==> config.mk <==
export PLATFORM = sky130hd
export DESIGN_NAME = event_led_stretcher
export DESIGN_NICKNAME = d
export VERILOG_FILES = /design/src/rtl/ui_pkg.sv /design/src/rtl/sat_updown_counter.sv /design/src/rtl/event_led_stretcher.sv
export SDC_FILE = /design/constraint.sdc
export NUM_CORES = 1
export LEC_CHECK = 0
export CAP_MARGIN = 20
export CORE_MARGIN = 4
export CORE_UTILIZATION = 55
export CTS_BUF_LIST = sky130_fd_sc_hd__clkbuf_2
export CTS_CLUSTER_DIAMETER = 50
export DETAILED_ROUTE_END_ITERATION = 8
export PLACE_DENSITY = 0.75
export SYNTH_ARGS = -nofsm -noshare
export SYNTH_HDL_FRONTEND = slang
export SYNTH_SLANG_ARGS = --single-unit
==> constraint.sdc <==
create_clock -name clk -period 4.19 [get_ports clk]
set_input_delay 0.838 -clock clk [delete_from_list [all_inputs] [get_ports clk]]
set_output_delay 0.838 -clock clk [all_outputs]
set_load 0.02 [all_outputs]
==> src/rtl/ui_pkg.sv <==
// Shared UI-block definitions: FSM state encoding for the LED stretcher.
package ui_pkg;

  localparam int unsigned STATE_W = 2;

  typedef enum logic [STATE_W-1:0] {
    IDLE = 2'b00,
    ON   = 2'b01,
    GAP  = 2'b10
  } state_t;

endpackage

==> src/rtl/sat_updown_counter.sv <==
// Saturating up/down counter; drop pulses when an increment is lost at max.
module sat_updown_counter #(
  parameter int unsigned WIDTH = 4
) (
  input  logic             clk,
  input  logic             rst,
  input  logic             inc,
  input  logic             dec,
  output logic [WIDTH-1:0] count,
  output logic             sat,
  output logic             drop
);

  localparam logic [WIDTH-1:0] MAX_COUNT = '1;

  assign sat  = (count == MAX_COUNT);
  assign drop = inc && !dec && sat;

  // Simultaneous inc and dec cancel; dec at zero is ignored.
  always_ff @(posedge clk) begin
    if (rst) begin
      count <= '0;
    end else if (inc && !dec && !sat) begin
      count <= count + WIDTH'(1);
    end else if (dec && !inc && (count != '0)) begin
      count <= count - WIDTH'(1);
    end
  end

endmodule

==> src/rtl/event_led_stretcher.sv <==
// Stretches one-cycle event strobes into counted LED blinks with a dark gap.
// Optional LED dimming during blinks is built when EVENT_LED_PWM_EN is defined.
module event_led_stretcher
  import ui_pkg::*;
#(
  parameter int unsigned ON_CYCLES  = 5_000_000,
  parameter int unsigned GAP_CYCLES = 5_000_000,
  parameter int unsigned CNT_WIDTH  = 24,
  parameter int unsigned PEND_WIDTH = 4,
  parameter int unsigned PWM_WIDTH  = 4,
  parameter int unsigned PWM_DUTY   = 4
) (
  input  logic                  clk,
  input  logic                  rst,
  input  logic                  ev,
  output logic                  led,
  output logic                  busy,
  output logic [PEND_WIDTH-1:0] pending,
  output logic                  overflow
);

  localparam logic [CNT_WIDTH-1:0] ON_LAST  = CNT_WIDTH'(ON_CYCLES - 1);
  localparam logic [CNT_WIDTH-1:0] GAP_LAST = CNT_WIDTH'(GAP_CYCLES - 1);

  // Elaboration-time parameter sanity checks.
  if (ON_CYCLES < 1 || GAP_CYCLES < 1) begin : g_bad_phase
    $error("event_led_stretcher: ON_CYCLES and GAP_CYCLES must be >= 1");
  end
  if (PWM_WIDTH < 1 || PWM_DUTY > (1 << PWM_WIDTH)) begin : g_bad_pwm
    $error("event_led_stretcher: PWM_DUTY exceeds PWM period");
  end

  state_t               state, state_d;
  logic [CNT_WIDTH-1:0] cnt, cnt_d;
  logic                 pend_inc, pend_dec;
  logic                 pend_sat, pend_drop;
  logic                 led_d;

  // State and phase counter register.
  always_ff @(posedge clk) begin
    if (rst) begin
      state <= IDLE;
      cnt   <= '0;
    end else begin
      state <= state_d;
      cnt   <= cnt_d;
    end
  end

  // Next state, phase counter and pending-queue control.
  always_comb begin
    state_d  = state;
    cnt_d    = cnt + CNT_WIDTH'(1);
    pend_inc = 1'b0;
    pend_dec = 1'b0;
    case (state)
      IDLE: begin
        cnt_d = '0;
        if (ev) state_d = ON;
      end
      ON: begin
        pend_inc = ev;
        if (cnt == ON_LAST) begin
          state_d = GAP;
          cnt_d   = '0;
        end
      end
      GAP: begin
        if (cnt == GAP_LAST) begin
          cnt_d = '0;
          // An event on the last gap cycle is consumed directly by the next blink.
          pend_dec = (pending != '0) && !ev;
          state_d  = ((pending != '0) || ev) ? ON : IDLE;
        end else begin
          pend_inc = ev;
        end
      end
      default: begin
        state_d = IDLE;
        cnt_d   = '0;
      end
    endcase
  end

  sat_updown_counter #(
    .WIDTH(PEND_WIDTH)
  ) u_pending (
    .clk  (clk),
    .rst  (rst),
    .inc  (pend_inc),
    .dec  (pend_dec),
    .count(pending),
    .sat  (pend_sat),
    .drop (pend_drop)
  );

  drop_implies_sat : assert property (@(posedge clk) disable iff (rst) pend_drop |-> pend_sat);

`ifdef EVENT_LED_PWM_EN
  logic [PWM_WIDTH-1:0] pwm_cnt;
  logic [PWM_WIDTH-1:0] pwm_cnt_d;

  assign pwm_cnt_d = pwm_cnt + PWM_WIDTH'(1);

  always_ff @(posedge clk) begin
    if (rst) pwm_cnt <= '0;
    else     pwm_cnt <= pwm_cnt_d;
  end

  // led follows the PWM value that will be current after this edge.
  assign led_d = (state_d == ON) && (32'(pwm_cnt_d) < PWM_DUTY);
`else
  assign led_d = (state_d == ON);
`endif

  // Registered LED, busy and sticky overflow.
  always_ff @(posedge clk) begin
    if (rst) begin
      led      <= 1'b0;
      busy     <= 1'b0;
      overflow <= 1'b0;
    end else begin
      led      <= led_d;
      busy     <= (state_d != IDLE);
      overflow <= overflow | pend_drop;
    end
  end

endmodule

==> qor.yml <==
status: "finished, final reports clean"
skew_ns: 0.0148
grt_setup_unrepaired: "false"
utilization_pct: 64.0
gp_congestion: 0.758
cts_sinks: 33
synthDominantCellAreaShare_pct: 39.4
vias: 1308
yosysWarningCount: 0
synth.cell_area_mm2: 0.00168
pin_count: 10
num_rows: 19
clk_pin_slew_ns: 0.16
antenna_found_initial: 0
min_period_ns: 3.02
routed_via_density: 5.59
hold_viol_final: 0
htreeDepth: 2
hold_start: "cnt[0]"
final_common_cell: "nor2_1"
initialDrtViolationCount: 92
synth-edff-count: 0
dp_hpwl_mm: 2.34
synth.area.top_cells: "dfxtp_1, xnor2_1, nor2_1, ha_1, inv_1"
holdPathEnd: "cnt[0]"
r2r-end: "u_pending.count[3]"
post-route-period-util_pct: 72.2
ff2ff_setup_slack_ns: 1.17
cts_tree: "built"
netlist_instances: 193
fp.dieH_um: 63.2
worstPathMaxFanout: 5
yosysSeqAreaShare_pct: 39.4
fmax_mhz: 331
cp_data_required_time_ns: 4.46
final_nets: 213
tns_ns: 0
post-cts-setup-buffers: 0
area_growth_syn_to_layout_pct: 7.91
clockBufferDepth: 2
power_density_mw_per_mm2: 283
min_path_cells: 1
ys_ff_latch: 33
grt_max_degree: 25
track_usage_pct: 16.8
final_cell_mix: "nor2_1, dfxtp_1, xnor2_1, inv_1, clkdlybuf4s50_1"
async_reset_ff_share_pct: 0
dieArea_mm2: 0.00400
slew_violations: 0
n_antenna_cell: 0
drc: 0
start_kind: "flip-flop"
floorplan.initialDensity_pct: 59.3
layout-drive-gt1-share_pct: 7.39
rr_worst_depth: 11
ant_nets: 0
nFillCells: 249
leakagePower_nw: 0.608
layout.cells.non_filler: 234
cts-root-buf: "clkbuf_2"
grt_pass1_vias: 1191
grt_pass1_wl_mm: 5.46
syn_avg_cell_area_um2: 8.69
placed_cell_area_mm2: 0.00177
relSlewSlack_pct: 39.5
worstMarginPinSlew_ns: 0.905
post_cts_resized: 0
routed_wl_mm: 3.10
yosysUniqueCellTypes: 40
dp.cells: 226
worstHoldPathType: "reg2reg"
overflow: 0
fin_area_mm2: 0.00181
finalSetupViolCount: 0
clk_latency_ns: 0.36
cts_buffers: 5
ir_drop_mv: 0.218
worstReg2RegStart: "cnt[0]"
dieWidth_um: 63.2
cp.arrival_ns: 3.29
total_power_mw: 0.513
worst-setup-path-type: "reg2reg"
cp-end-kind: "flip-flop"
synth_flop_cell: "dfxtp_1"
post-synth-top-area-cell: "dfxtp_1"
wl_per_cell_um: 13.3
cap_violations: 0
cts_hold_buf: 0
postSynthNetCount: 204
firstDrtPassIters: 4
io_buffers: 9
fp.coreArea_mm2: 0.00283
## cell families (layout without fill, tap and decap cells)
kind of cell	after synthesis	count (layout)	synth area share [%]
adders and majority gates	8	8	6.42
buffers and inverters	19	29	4.85
AOI/OAI and AO/OA	18	18	7.83
muxes	4	4	3.06
xor gates and xnor gates	23	23	12.0
DFF	33	33	39.4
and+or+nand+nor	88	88	26.4
## registers in the layout, summed over array words and instances, names as in the netlist
| register | count |
|---|---|
| state | 2 |
| busy | 1 |
| cnt | 24 |
| u_pending.count | 4 |
| overflow | 1 |
| led | 1 |
## critical path: stages, from the launching register on
cell and delay (ns):
dfxtp_1 0.40, ha_1 0.21, nand3_2 0.13, or4_4 0.57, o21a_1 0.26, nand2_1 0.16
ha_1 0.26, a21o_1 0.18, a21o_1 0.19, nor4_1 0.24, a31oi_1 0.08, mux2_2 0.28
## layer usage
layer,share of wire [%],GRT usage (%),up-vias
li1,-,-,674
met1,48,22.2,613
met2,48,26.9,16
met3,2.6,4.26,5
met4,1.0,5.39,0
met5,0,0,-
## metrics by stage
| stage | worst slack (ns) | hold slack (ns) |
|---|---|---|
| 2_1_floorplan | 1.40 | 0.430 |
| 3_3_place_gp | 1.08 | 0.441 |
| 3_5_place_dp | 0.934 | 0.454 |
| 4_1_cts | 1.13 | 0.489 |
| 5_1_grt | 0.971 | 0.527 |
| 6_report | 1.17 | 0.482 |
## worst max path at each step
stage,from,endpoint,slack (ns)
finish,cnt[0],u_pending.count[3],1.17
floorplan,cnt[0],u_pending.count[3],1.40
global placement,ev,u_pending.count[3],1.08
detailed placement,ev,u_pending.count[3],0.93
global route,cnt[0],u_pending.count[3],0.97
CTS,cnt[0],u_pending.count[3],1.13
## Yosys cell counts (2+ instances only)
library cell,instances
o21a_1,2
buf_2,2
or3_1,3
xor2_1,4
a21oi_1,3
a21o_1,2
xnor2_1,19
nor2_1,38
nor4b_1,2
mux2_4,2
nand3_1,6
nand2b_1,2
clkbuf_1,4
nand2_1,8
nand4b_1,2
nor4_1,5
nand4_1,5
a31oi_1,4
nor3_1,7
nor2b_1,3
o21ai_0,2
dfxtp_1,33
ha_1,7
inv_1,12
## cell type report
type | count | area (um^2) | share of cell area, %
tap | 31 | 38.8 | 2.14
clock buffer | 8 | 40.0 | 2.21
multi-input combinational | 141 | 935 | 51.7
sequential | 33 | 661 | 36.5
timing repair buffer | 9 | 90.1 | 4.98
inverter | 12 | 45.0 | 2.49
## power breakdown
part           switching (mW)  internal [mW]
clock network          0.0975         0.0493
registers             0.00463          0.319
logic                  0.0236         0.0189
total                   0.126          0.387
No activity file was read; power rests on OpenSTA's default activity.
